### src/rtl/skid_buffer_pkg.sv
`default_nettype none
// ============================================================================
// Module      : skid_buffer_pkg
// Description : Shared state encoding and occupancy constants for skid_buffer.
// Revision    : 1.0 - initial release
// ============================================================================
package skid_buffer_pkg;

    typedef enum logic [1:0] {
        EMPTY = 2'd0,
        BUSY  = 2'd1,
        FULL  = 2'd2
    } skid_state_t;

    localparam logic [1:0] c_OCC_EMPTY = 2'd0;
    localparam logic [1:0] c_OCC_ONE   = 2'd1;
    localparam logic [1:0] c_OCC_TWO   = 2'd2;

    function automatic logic [1:0] occupancy_of(input skid_state_t s);
        case (s)
            BUSY:    return c_OCC_ONE;
            FULL:    return c_OCC_TWO;
            default: return c_OCC_EMPTY;
        endcase
    endfunction

endpackage
`default_nettype wire

### src/rtl/skid_data_reg.sv
`default_nettype none
// ============================================================================
// Module      : skid_data_reg
// Description : WIDTH-bit load-enable register, asynchronously cleared to 0.
// Revision    : 1.0 - initial release
// ============================================================================
module skid_data_reg #(
    parameter int WIDTH = 8
) (
    input  logic             clk,
    input  logic             rst,
    input  logic             i_en,
    input  logic [WIDTH-1:0] i_d,
    output logic [WIDTH-1:0] o_q
);

    logic [WIDTH-1:0] r_data_q;

    always_ff @(posedge clk or posedge rst) begin
        if (rst) begin
            r_data_q <= '0;
        end else if (i_en) begin
            r_data_q <= i_d;
        end
    end

    assign o_q = r_data_q;

endmodule
`default_nettype wire

### src/rtl/skid_buffer.sv
`default_nettype none
// ============================================================================
// Module      : skid_buffer
// Description : Two-entry elastic stage; all handshake outputs are registered.
// Revision    : 1.0 - initial release
// ============================================================================
module skid_buffer #(
    parameter int WIDTH = 8
) (
    input  logic             clk,
    input  logic             reset,
    input  logic             Flush,
    input  logic             InValid,
    input  logic [WIDTH-1:0] InData,
    output logic             InReady,
    output logic             OutValid,
    output logic [WIDTH-1:0] OutData,
    input  logic             OutReady,
    output logic [1:0]       Occupancy
);
    import skid_buffer_pkg::*;

    skid_state_t      r_state_q;
    skid_state_t      w_state_d;
    logic             w_in_fire;
    logic             w_out_fire;
    logic             w_main_en;
    logic             w_skid_en;
    logic [WIDTH-1:0] w_main_d;
    logic [WIDTH-1:0] w_main_q;
    logic [WIDTH-1:0] w_skid_q;

    assign w_in_fire  = InValid & InReady;
    assign w_out_fire = OutValid & OutReady;

    // Flush leaves both data registers untouched; only the state is cleared.
    always_comb begin
        w_state_d = r_state_q;
        w_main_en = 1'b0;
        w_skid_en = 1'b0;
        w_main_d  = InData;
        if (Flush) begin
            w_state_d = EMPTY;
        end else begin
            case (r_state_q)
                EMPTY: begin
                    if (w_in_fire) begin
                        w_main_en = 1'b1;
                        w_state_d = BUSY;
                    end
                end
                BUSY: begin
                    if (w_in_fire && w_out_fire) begin
                        w_main_en = 1'b1;
                    end else if (w_in_fire) begin
                        w_skid_en = 1'b1;
                        w_state_d = FULL;
                    end else if (w_out_fire) begin
                        w_state_d = EMPTY;
                    end
                end
                FULL: begin
                    if (w_out_fire) begin
                        w_main_en = 1'b1;
                        w_main_d  = w_skid_q;
                        w_state_d = BUSY;
                    end
                end
                default: begin
                    w_state_d = EMPTY;
                end
            endcase
        end
    end

    always_ff @(posedge clk or posedge reset) begin
        if (reset) begin
            r_state_q <= EMPTY;
        end else begin
            r_state_q <= w_state_d;
        end
    end

    skid_data_reg #(.WIDTH(WIDTH)) u_main_reg (
        .clk  (clk),
        .rst  (reset),
        .i_en (w_main_en),
        .i_d  (w_main_d),
        .o_q  (w_main_q)
    );

    skid_data_reg #(.WIDTH(WIDTH)) u_skid_reg (
        .clk  (clk),
        .rst  (reset),
        .i_en (w_skid_en),
        .i_d  (InData),
        .o_q  (w_skid_q)
    );

    // Reset gates InReady so nothing is accepted until the buffer is out of reset.
    assign InReady   = ~reset & (r_state_q != FULL);
    assign OutValid  = (r_state_q != EMPTY);
    assign OutData   = w_main_q;
    assign Occupancy = occupancy_of(r_state_q);

endmodule
`default_nettype wire

### config.mk
export PLATFORM = sky130hd
export DESIGN_NAME = skid_buffer
export DESIGN_NICKNAME = d
export VERILOG_FILES = /design/src/rtl/skid_buffer_pkg.sv /design/src/rtl/skid_data_reg.sv /design/src/rtl/skid_buffer.sv
export SDC_FILE = /design/constraint.sdc
export NUM_CORES = 1
export LEC_CHECK = 0
export BUFFER_PORTS_ARGS = -buffer_cell sky130_fd_sc_hd__buf_4
export CAP_MARGIN = 20
export CORE_ASPECT_RATIO = 0.7
export CORE_MARGIN = 2
export CORE_UTILIZATION = 30
export DETAILED_ROUTE_END_ITERATION = 7
export MAX_ROUTING_LAYER = met4
export PLACE_DENSITY = 0.5
export SYNTH_ARGS = -nofsm -noshare
export SYNTH_HDL_FRONTEND = slang
export SYNTH_SLANG_ARGS = --single-unit
### constraint.sdc
create_clock -name clk -period 2.4 [get_ports clk]
set_input_delay 0.24 -clock clk [delete_from_list [all_inputs] [get_ports clk]]
set_output_delay 0.24 -clock clk [all_outputs]
set_load 0.03 [all_outputs]
# Word-level counts from Yosys, hierarchy flattened
# Index checks and enable logic that the tools add are counted.
[classes]
bitwise = 4
reduce_logical = 4
n_mux = 19
eq_ne = 7
[op_table]
columns = ["op", "n"]
rows = [
  ["2-to-1 mux 8 bit", 3],
  ["2-to-1 mux 2 bit", 6],
  ["inequality test 3 bit (second input constant)", 3],
  ["2-to-1 mux 1 bit", 7],
  ["case mux 2 bit (3 select lines)", 1],
  ["inequality test 4 bit (second input constant)", 1],
  ["case mux 2 bit (2 select lines)", 1],
  ["AND reduction 4 bit", 1],
  ["AND 1 bit", 3],
  ["case mux 1 bit (3 select lines)", 1],
  ["equality test 2 x 1 -> 1 bit (second input constant)", 1],
  ["equality test 2 bit (second input constant)", 1],
  ["zero test 2 bit", 1],
  ["inequality test 2 bit (second input constant)", 1],
  ["nonzero test 2 bit", 1],
  ["logical AND 1 bit", 1],
  ["NOT 1 bit", 1],
]
[word_totals]
elab_cells = 37
in_bits = 13
regBits = 18
out_inout_bits = 12

# Depth between registers and ports, before layout
# Gate-level depths: netlist of the first run.
[logic_depth]
ltp_word = 7
mapped_depth = 5
ltp_nobuf = 4

# By module
# From an unflattened synthesis of the first run, not the netlist that was laid out.
[hier_totals]
hier_cells = 66
hier_area_um2 = 973.4
[by_module_without_submodules]
columns = ["mod", "cells_per_inst", "seq_area_each_um2", "n_inst", "area_per_inst_um2"]
rows = [
  ["skid_data_reg", 18, 200.2, 2, 335.3],
  ["skid_buffer", 30, 50.0, 1, 302.8],
]

# Least setup slack after synthesis of the first run
# No wires, ideal clock.
[synth_path]
kind = "register -> register"
from = "register r_state_q[1]"
to = "register u_skid_reg.r_data_q[0] (netlist: u_skid_reg.o_q[0])"
period_less_slack_ns = 1.769
stages_incl_launch_ff = 4
setup_time_ns = 0.125
path_buffers = 0
required_ns = 2.275
arrival_time_ns = 1.644
slack_ns = 0.631
cell_sequence = "dfrtp_1 -> nor2b_1 -> nand3_1 -> mux2_2"
[synth_via]
elab_chain_len = 7
elab_cells_between_ends = 11
cone_classes = "eq/ne (2); mux (4); bitwise (3); reduce/logical (2)"
[synth_rtl]
columns = ["item", "line_no", "rtl"]
rows = [
  ["start: declaration", "skid_buffer.sv:23", "skid_state_t r_state_q;"],
  ["start signal: assignment", "skid_buffer.sv:80", "r_state_q <= w_state_d;"],
  ["inequality test 2 bit", "skid_buffer.sv:101", "assign InReady = ~reset & (r_state_q != FULL);"],
  ["AND 1 bit", "skid_buffer.sv:101", ""],
  ["AND 1 bit", "skid_buffer.sv:33", "assign w_in_fire = InValid & InReady;"],
  ["2-to-1 mux 1 bit or logical AND 1 bit (tied branches)", "skid_buffer.sv:55, skid_buffer.sv:53", ""],
  ["2-to-1 mux 1 bit", "skid_buffer.sv:53", "if (w_in_fire && w_out_fire) begin"],
  ["2-to-1 mux 1 bit *", "skid_buffer.sv:45", "case (r_state_q)"],
  ["2-to-1 mux 1 bit *", "skid_buffer.sv:42", "if (Flush) begin"],
  ["end signal: assignment", "skid_data_reg.sv:23", "r_data_q <= i_d;"],
  ["end: declaration", "skid_data_reg.sv:17", "logic [WIDTH-1:0] r_data_q;"],
]
# Mark *: on every way between the ends. The rest lies on a longest branch, timed or not.
# A chain may end at the register's enable or synchronous reset.

# Worst setup path after layout of the first run
[layout_path]
from = "register r_state_q[1]"
to = "register u_main_reg.r_data_q[3] (netlist: u_main_reg.o_q[3])"
[layout_via]
elab_chain_len = 7
elab_cells_between_ends = 17
cone_classes = "eq/ne (3); mux (8); bitwise (3); reduce/logical (3)"
[layout_rtl]
columns = ["item", "line_no"]
rows = [
  ["inequality test 2 bit", "skid_buffer.sv:101"],
  ["AND 1 bit", "skid_buffer.sv:101"],
  ["AND 1 bit", "skid_buffer.sv:33"],
  ["logical AND 1 bit", "skid_buffer.sv:53"],
  ["2-to-1 mux 1 bit", "skid_buffer.sv:53"],
  ["case mux 1 bit (3 select lines)", "skid_buffer.sv:45"],
  ["2-to-1 mux 1 bit", "skid_buffer.sv:42"],
  ["end signal: assignment", "skid_data_reg.sv:23"],
  ["end: declaration", "skid_data_reg.sv:17"],
]
# Parallel ways exist; a longest one is shown, timed or not.

==> results.md, run 1 <==
- Htree depth: 1
- Met2 Track Usage GR: 0.172
- Vias in the first global route: 613
- Hold_ws: 0.126 ns
- Fill count: 272
- Run status: finished clean
- Tot Pwr: 0.000857 W
- Critical Path RT: 2.58 ns
- YS warnings: 0
- First-pass GRT wire length: 2860 um
- Clock Skew: 0.000869 ns
- CTS Sinks: 18
- Mapped cell area: 858 um2
- All-layer global routing usage: 0.121
- Clk slew on worst S/H paths: 0.07 ns
- Fin nets: 111
- Top FF cell, synth: dfrtp_1
- PD cells: 764 nW/um2
- Total gr overflow: 0
- Top-count cell post-synth: dfrtp_1
- Layout Cells excl Fill: 133
- Clock Latency Late Sink: 0.25 ns
- Layout cells sized above 1: 0.454
- Asr flop ratio synth: 1.00
- Via/cell ratio: 4.66
- Root Buffer: clkbuf_8
- TritonCTS clock tree: yes
- Hold Vio Cnt, Final: 0
- Drt wl/cell: 12.7 um
- Pre-antenna DRT Iters: 4
- DRC viols: 0
- Synth top area share: 0.525
- Worst Setup EP: u_main_reg.o_q[3]$_DFFE_PP0P_
- M1 GR Usage: 0.162
- Worst path arrival time: 1.92 ns
- Total die area: 3310 um2
- Setup crit end kind: register
- Peak VDD IR: 356 uV
- Post-CTS sizing: 0
- Port bufs: 24
- Layout area overhead: 30.8%
- Synth area leaders: dfrtp_1 (52%), mux2_2 (10%), mux2i_1 (9.3%)
- DP Wirelength: 1270 um
- Hold Buf Count CTS: 0
- Post-placement cell count: 129
- Maximum clock path buffer count: 2
- GR Util met3: 0.0488
- Netlist cell types: 23
- Starting Density: 0.311
- Final worst path period share: 0.725
- Relative slew slack: 0.542
- Reg2reg start: r_state_q[1]$_DFFE_PP0P_
- Worst r2r path cells: 4
- CP Launch Type: register
- Setup TNS: 0 ns
- CP startpoint: r_state_q[1]$_DFFE_PP0P_
- Worst-margin pin slew: 0.687 ns
- Final Max Slew Viols: 0
- Pleak: 0.508 nW
- Sequential area share after synthesis: 0.525
- Max Cap Violations: 0
- Final wirelength: 1690 um
- Post-route ant nets: 0
- Post-synthesis net count: 84
- Setup CP Type: register to register
- Worst-path fanout max: 16
- Count of final setup violators: 0
- DR vias: 620
- Routability cong.: 0.720
- DIE WIDTH: 67.9 um
- RSZ-0062 raised after global routing: no
- Synthesized instance count: 71
- Syn avg cell area: 12.1 um2
- Setup bufs post-CTS: 0
- GRT Max-Usage Layer: met2
- Die Span Y: 48.8 um
- Total CTS buffers: 3
- FMAX: 575 MHz
- Antenna violations before repair: 0
- Largest net degree at the start of global routing: 19
- Worst hold path class: primary input to asynchronous set/reset pin
- Ant diodes: 0
- Post-synth top area cell: dfrtp_1
- Final Util: 0.406
- Post-synth EDFFs: 0
- Ports: 25
- Core Area: 2760 um2
- RR Endpoint: u_main_reg.o_q[3]$_DFFE_PP0P_
- Flop-to-flop setup slack: 0.66 ns
- Seq cells post-synth: 18
- Initial drt markers: 19
- Commonest cells in the netlist: dfrtp_1 (18), mux2_2 (8), mux2i_1 (8), nor2_1 (8), a21oi_1 (6)
- Min Tclk post-route: 1.74 ns
- Row count: 16
## flip-flops by register name, summed over array words and instances, names as in the netlist
name and count:
u_skid_reg.o_q 8, u_main_reg.o_q 8, r_state_q 2
## final cells by class
| cell class | count | area, um2 | share of cell area |
|---|---|---|---|
| Timing Repair Buffer | 24 | 180 | 0.161 |
| Tap cell | 36 | 45.0 | 0.0401 |
| Sequential cell | 18 | 450 | 0.401 |
| Multi-Input combinational cell | 50 | 388 | 0.346 |
| Inverter | 1 | 3.75 | 0.00334 |
| Clock buffer | 4 | 55.1 | 0.0491 |
## per-layer routing
metal,vias to the layer above,part of all wire,wire (um)
met3,2,0.056,94
li1,303,-,-
met4,0,0.0077,13
met1,301,0.50,841
met2,14,0.44,741
met5,-,0,0
## worst max-delay path, cell delays in order, from the launching register on
cell     delay [ns]
dfrtp_1        0.45
or4b_4         0.56
a31oi_4        0.44
nor2_1         0.10
a21oi_1        0.12
## cells in the final DEF (no fill, tap or decap)
master      n
a21o_1      1
a21oi_1     6
a21oi_2     2
a31oi_1     1
a31oi_4     1
and2b_1     1
and3b_1     1
buf_4      24
clkbuf_8    4
dfrtp_1    18
inv_1       1
mux2_2      8
mux2i_1     8
nand2_1     3
nand3_1     1
nand3b_1    1
nand4bb_1   1
nor2_1      8
nor2_2      2
nor2b_1     2
or2_2       1
or3b_2      1
or4b_4      1
## logic make-up (layout without fill, tap and decap cells)
group / Yosys count / in the layout / share of synthesized area
flip-flops: 18 / 18 / 0.525
AO/OA/AOI/OAI: 11 / 11 / 0.0962
multiplexers: 16 / 16 / 0.198
buffers and inverters: 3 / 29 / 0.0233
AND/OR/NAND/NOR: 23 / 23 / 0.157
## power breakdown
group          internal, W  switching [W]  total [W]
registers         0.000359      0.0000301   0.000389
logic             0.000100       0.000125   0.000225
clock network     0.000146      0.0000972   0.000243
## through the flow
stage	worst slack [ns]	cell area (um2)
2_1_floorplan	0.631	858
3_3_place_gp	0.690	1070
3_5_place_dp	0.650	1070
4_1_cts	0.641	1120
5_1_grt	0.554	1120
6_report	0.660	1120
## worst min-delay path by stage
stage / start / end / slack (ns) / cells after the start
global placement: reset / u_main_reg.o_q[1]$_DFFE_PP0P_ / 0.43 / 2
finish: reset / u_skid_reg.o_q[5]$_DFFE_PP0P_ / 0.13 / 2
detailed placement: reset / u_main_reg.o_q[1]$_DFFE_PP0P_ / 0.44 / 2
global route: Flush / r_state_q[0]$_DFFE_PP0P_ / 0.18 / 2
CTS: reset / u_main_reg.o_q[1]$_DFFE_PP0P_ / 0.16 / 2
floorplan: reset / r_state_q[0]$_DFFE_PP0P_ / 0.18 / 1
(Power assumes the default switching activity.)
==> run 2, diff against run 1 <==
- ABC_AREA: unset -> 1
- clock period: 2.4 -> 1.8 ns (I/O delays scaled with it)
==> run 2 against run 1 <==
Effect of this change: count of clock-buffer cells in the layout unchanged; sequential cell count stayed put; sequential share of layout area down 3.2 points; design area grew 8.8%; combinational power increased by 84%; largest power group unchanged; critical path depth grew 4.
==> results.md, run 2 <==
- Run status: finished clean
- Vias in the first global route: 824 (+34%)
- Fin area: 1220 um2 (+8.8%)
- Total gr overflow: 0 (unchanged)
- Maximum clock path buffer count: 2 (unchanged)
- Die Span Y: 50.3 um (+3.1%)
- DIE WIDTH: 70.1 um (+3.2%)
- Post-synth EDFFs: 0 (unchanged)
- Setup TNS: 0 ns (unchanged)
- Commonest non-fill, non-tap cells in the layout: nand2_1 (60), buf_4 (27), dfrtp_1 (18), inv_1 (12), nand3_1 (10)
- Asr flop ratio synth: 1.00 (unchanged)
- Sequential area share after synthesis: 0.491 (-0.0336)
- Peak VDD IR: 508 uV (+42%)
- Setup CP Type: primary input to register
- Root Buffer: clkbuf_8
- Top-count cell post-synth: nand2_1
- Drt wl/cell: 11.6 um (-8.7%)
- First-pass GRT wire length: 3830 um (+34%)
- PD cells: 1080 nW/um2 (+42%)
- Layout area overhead: 33.2%
- Syn avg cell area: 7.28 um2 (-40%)
- Clock Latency Late Sink: 0.25 ns (about the same)
- Via/cell ratio: 4.43 (-5.0%)
- Setup bufs post-CTS: 0 (unchanged)
- Top FF cell, synth: dfrtp_1
- Worst-path fanout max: 9 (-7)
- CP Launch Type: primary input
- Antenna violations before repair: 0 (unchanged)
- Synth top area share: 0.491 (-0.0336)
- Ports: 25 (unchanged)
- DR vias: 850 (+37%)
- Cell mode on critical path: nand2_1
- CP cell instances: dlygate4sd3_1 > buf_4 > inv_2 > nand3_2 > nor3_4 > nand2_4 > nand2_1 > nand2_1
- Critical Path RT: 1.95 ns (-0.63 ns)
- Post-synthesis net count: 139 (+65%)
- YS warnings: 0 (unchanged)
- Synth area leaders: dfrtp_1 (49%), nand2_1 (25%), nand3_1 (5.5%)
- Slowest cell on the critical path: dlygate4sd3_1
- Layout cells sized above 1: 0.250 (-0.204)
- Ant diodes: 0 (unchanged)
- Crit-path max cell delay: 0.53 ns (-0.03 ns)
- Seq cells post-synth: 18 (unchanged)
- RSZ-0062 raised after global routing: no
- Max Cap Violations: 0 (unchanged)
- Pre-antenna DRT Iters: 4 (unchanged)
- Hold Vio Cnt, Final: 0 (unchanged)
- Routability cong.: 0.861 (+20%)
- Final Max Slew Viols: 0 (unchanged)
- Post-synth top area cell: dfrtp_1
- Core Area: 2860 um2 (+3.6%)
- All-layer global routing usage: 0.143 (+0.0214)
- Commonest cells in the netlist: nand2_1 (60), dfrtp_1 (18), inv_1 (12), nand3_1 (10), o21ai_1 (8)
- Mapped cell area: 917 um2 (+6.9%)
- DRC viols: 0 (unchanged)
- Netlist cell types: 16 (-30%)
- Min Tclk post-route: 1.62 ns
- Synthesized instance count: 126 (+77%)
- Clk slew on worst S/H paths: 0.07 ns (about the same)
- Final wirelength: 2230 um (+32%)
- TritonCTS clock tree: yes
- Port bufs: 24 (unchanged)
- Row count: 16 (unchanged)
- Largest net degree at the start of global routing: 17 (-2)
- Worst-margin pin slew: 0.560 ns (-0.127 ns)
- Relative slew slack: 0.626 (+0.0839)
- Final Util: 0.427 (+0.0203)
- Total die area: 3520 um2 (+6.4%)
- Worst path arrival time: 1.77 ns (-0.15 ns)
- DP Wirelength: 1690 um (+33%)
- Total CTS buffers: 3 (unchanged)
- Fin nets: 170 (+53%)
- Worst hold path class: primary input to register
- FMAX: 616 MHz
- Post-route ant nets: 0 (unchanged)
- Setup crit end kind: register
- Final worst path period share: 0.901
- Most common cell after layout, fill and taps aside: nand2_1
- Count of final setup violators: 0 (unchanged)
- CTS Sinks: 18 (unchanged)
- Initial drt markers: 71 (+52)
- Htree depth: 1 (unchanged)
- Clock Skew: 0.00172 ns (+0.000850 ns)
- Pleak: 0.709 nW (+40%)
- DP Area: 1160 um2 (+8.3%)
- Starting Density: 0.320 (+0.00968)
==> run 2: cell types whose count changed after synthesis, sizes merged, moves of 2 or more <==
cell	change
nand2	+59
inv	+15
nand3	+10
mux2	-8
mux2i	-8
o21ai	+8
a21oi	-7
nor2	-7
nand4	+3
a31oi	-2
nor2b	-2
==> run 2: kinds of logic after synthesis <==
group | synth area share
simple gates | 0.381
buf+inv | 0.0791
flops | 0.491
compound gates | 0.0491
==> run 2: through the flow <==
stage / setup slack, ns / power (W) / instances / hold WS [ns]
2_1_floorplan: 0.441 / 0.000836 / 126 / 0.0314
3_3_place_gp: 0.376 / 0.00101 / 187 / 0.110
3_5_place_dp: 0.327 / 0.000998 / 187 / 0.110
4_1_cts: 0.160 / 0.00134 / 192 / 0.158
5_1_grt: 0.0220 / 0.00142 / 192 / 0.163
6_report: 0.178 / 0.00132 / 192 / 0.164
==> run 2: layer usage <==
metal,vias up,GRT usage,part of all wire
li1,451,-,-
met1,377,0.193,0.50
met2,20,0.213,0.43
met3,2,0.0502,0.063
met4,0,0.0192,0.0031
met5,-,-,0
==> run 2: final cells by class <==
| cell class | count | area, um2 |
|---|---|---|
| tap | 36 | 45.0 |
| fill | 301 | 1640 |
| clock buffer | 4 | 55.1 |
| timing repair buffer | 28 | 213 |
| sequential | 18 | 450 |
| inverter | 17 | 63.8 |
| multi-input combinational | 89 | 394 |
==> run 2: worst max-delay path, delay by kind of cell <==
family,cells,cell delay (ns)
buf+inv,3,0.82
simple gates,5,0.75
==> run 2: repair_timing <==
| action | in CTS | in global routing |
|---|---|---|
| gates resized for setup | 0 | 0 |
| endpoints found under the setup margin | 0 | 0 |
| hold buffers | 1 | 0 |
| endpoints found under the hold margin | 6 | 0 |
==> run 2: report_power, final <==
| group | switching, W | leakage, nW | total, W | internal (W) |
|---|---|---|---|---|
| logic | 0.000257 | 0.451 | 0.000415 | 0.000157 |
| registers | 0.0000640 | 0.229 | 0.000575 | 0.000511 |
| clock network | 0.000138 | 0.0288 | 0.000332 | 0.000194 |
==> run 2: final timing paths <==
| kind | from | end | slack (ns) | cells past startpoint |
|---|---|---|---|---|
| max in group asynchronous | reset | u_main_reg.o_q[1]$_DFFE_PP0P_ | 1.00 | 4 |
| min in group asynchronous | reset | r_state_q[0]$_DFFE_PP0P_ | 0.39 | 3 |
| worst min-delay path | InData[1] | u_skid_reg.o_q[1]$_DFFE_PP0P_ | 0.16 | 3 |
| worst max-delay path | reset | u_skid_reg.o_q[0]$_DFFE_PP0P_ | 0.18 | 8 |
| worst min register to register | u_skid_reg.o_q[1]$_DFFE_PP0P_ | u_skid_reg.o_q[1]$_DFFE_PP0P_ | 0.47 | 2 |
| worst max register to register | r_state_q[0]$_DFFE_PP0P_ | u_main_reg.o_q[5]$_DFFE_PP0P_ | 0.31 | 5 |
==> run 3, diff against run 2 <==
- CTS_BUF_LIST: unset -> sky130_fd_sc_hd__clkbuf_16
==> run 3 against run 2 <==
Effect of this change: sequential power about the same; non-clock buffer count unchanged; largest power group unchanged; combinational power about the same; power increased by 8.3%; critical path type unchanged; count of clock-buffer cells in the layout decreased by 1; die area unchanged.
==> results.md, run 3 (synthesis results as in run 2) <==
- TritonCTS clock tree: yes
- Final worst path period share: 0.907 (+0.00563)
- Worst Hold Depth: 3 (unchanged)
- Port bufs: 24 (unchanged)
- Relative slew slack: 0.633 (+0.00713)
- Worst-path fanout max: 9 (unchanged)
- Most common cell after layout, fill and taps aside: nand2_1
- Initial drt markers: 60 (-15%)
- First-pass GRT wire length: 3800 um (-0.73%)
- Ant diodes: 0 (unchanged)
- Starting Density: 0.320 (unchanged)
- Beginning of the worst hold path: InData[1]
- Clock Latency Late Sink: 0.25 ns (about the same)
- Final wirelength: 2220 um (-0.40%)
- Clock Skew: 0.00168 ns (-0.0000404 ns)
- Layout cells sized above 1: 0.244 (-0.00641)
- CTS Sinks: 18 (unchanged)
- FMAX: 613 MHz (-0.62%)
- Flop-to-flop setup slack: 0.30 ns (about the same)
- Setup bufs post-CTS: 0 (unchanged)
- Worst hold path class: primary input to register
- Drt wl/cell: 11.6 um (-0.40%)
- Hold Vio Cnt, Final: 0 (unchanged)
- Min Tclk post-route: 1.63 ns (+0.0101 ns)
- Worst r2r path cells: 6 (+1)
- Setup TNS: 0 ns (unchanged)
- RR Endpoint: u_main_reg.o_q[6]$_DFFE_PP0P_
- Post-CTS sizing: 0 (unchanged)
- Max Cap Violations: 0 (unchanged)
- WHS Endpoint: u_skid_reg.o_q[1]$_DFFE_PP0P_
- Pleak: 0.719 nW (+1.4%)
- Fin area: 1240 um2 (+1.9%)
- Fin nets: 170 (unchanged)
- Run status: finished clean
- Root Buffer: clkbuf_16
- Worst path arrival time: 1.77 ns (about the same)
- Reg2reg start: r_state_q[0]$_DFFE_PP0P_
- Peak VDD IR: 487 uV (-4.0%)
- RSZ-0062 raised after global routing: no
- PD cells: 1150 nW/um2 (+6.3%)
- DRC viols: 0 (unchanged)
- Critical Path RT: 1.94 ns (about the same)
- Row count: 16 (unchanged)
- Commonest non-fill, non-tap cells in the layout: nand2_1 (60), buf_4 (27), dfrtp_1 (18), inv_1 (12), nand3_1 (10)
- Maximum clock path buffer count: 2 (unchanged)
- DP Area: 1160 um2 (unchanged)
- Total CTS buffers: 3 (unchanged)
- Pre-antenna DRT Iters: 4 (unchanged)
- Post-route ant nets: 0 (unchanged)
- All-layer global routing usage: 0.141 (-0.00134)
- Setup CP Type: primary input to register
- Via/cell ratio: 4.47 (+0.94%)
- DR vias: 858 (+0.94%)
- Routability cong.: 0.861 (unchanged)
- DP Wirelength: 1690 um (unchanged)
- Final Max Slew Viols: 0 (unchanged)
- Ports: 25 (unchanged)
- Core Area: 2860 um2 (unchanged)
- Worst-margin pin slew: 0.549 ns (-0.0107 ns)
- Count of final setup violators: 0 (unchanged)
- Total die area: 3520 um2 (unchanged)
- Total gr overflow: 0 (unchanged)
- Setup crit end kind: register
- Vias in the first global route: 820 (-0.49%)
- CP Launch Type: primary input
- Layout area overhead: 35.7%
- Clk slew on worst S/H paths: 0.05 ns (-0.02 ns)
- Largest net degree at the start of global routing: 17 (unchanged)
- Htree depth: 1 (unchanged)
- Antenna violations before repair: 0 (unchanged)
- Die Span Y: 50.3 um (unchanged)
- DIE WIDTH: 70.1 um (unchanged)
## run 3: cell count changes in the layout (fill, tap and decap cells not counted), sizes merged
cell / previous run / this run
clkbuf: 4 / 3
clkinv: 1 / 2
## run 3: timing repair
item | in CTS | in global routing
hold buffers | 1 | 0
endpoints found under the hold margin | 6 | 0
endpoints found under the setup margin | 0 | 0
## run 3: through the flow
stage	total power [W]	hold slack (ns)	utilization	setup slack [ns]	cells
2_1_floorplan	0.000836	0.0314	-	0.441	126
3_3_place_gp	0.00101	0.110	0.404	0.376	187
3_5_place_dp	0.000998	0.110	0.404	0.327	187
4_1_cts	0.00145	0.172	0.435	0.144	192
5_1_grt	0.00153	0.181	0.435	0.00393	192
6_report	0.00143	0.173	0.435	0.167	192
## run 3: where the power goes
group	internal (W)	switching [W]	leakage [nW]
combinational	0.000157	0.000257	0.451
sequential	0.000512	0.0000643	0.229
clock	0.000295	0.000146	0.0385
total	0.000964	0.000467	0.719
## run 3: layout make-up
| class | instances | area, um2 |
|---|---|---|
| Fill cell | 298 | 1620 |
| Inverter | 17 | 63.8 |
| Tap cell | 36 | 45.0 |
| Clock buffer | 3 | 75.1 |
| Timing Repair Buffer | 28 | 213 |
| Clock inverter | 1 | 3.75 |
| Sequential cell | 18 | 450 |
| Multi-Input combinational cell | 89 | 394 |
## run 3: routing by layer
layer	global-route usage	wire length [um]	vias to the layer above
met4	0.00962	7	0
met2	0.213	963	24
li1	-	-	451
met1	0.193	1060	381
met3	0.0502	185	2
met5	-	0	-
## run 3: worst max-delay path by stage
stage,start,endpoint,slack [ns],cells past startpoint
2_1_floorplan,r_state_q[1]$_DFFE_PP0P_,u_main_reg.o_q[0]$_DFFE_PP0P_,0.44,7
3_3_place_gp,r_state_q[0]$_DFFE_PP0P_,u_main_reg.o_q[1]$_DFFE_PP0P_,0.38,6
3_5_place_dp,r_state_q[0]$_DFFE_PP0P_,u_main_reg.o_q[7]$_DFFE_PP0P_,0.33,6
4_1_cts,reset,u_skid_reg.o_q[0]$_DFFE_PP0P_,0.14,8
5_1_grt,reset,u_main_reg.o_q[2]$_DFFE_PP0P_,0.004,9
6_report,reset,u_skid_reg.o_q[0]$_DFFE_PP0P_,0.17,8
## run 3: critical path, cell delays in order
cell and delay [ns]:
dlygate4sd3_1 0.53, buf_4 0.14, inv_2 0.15, nand3_2 0.13, nor3_4 0.32, nand2_4 0.17
nand2_1 0.09, nand2_1 0.05
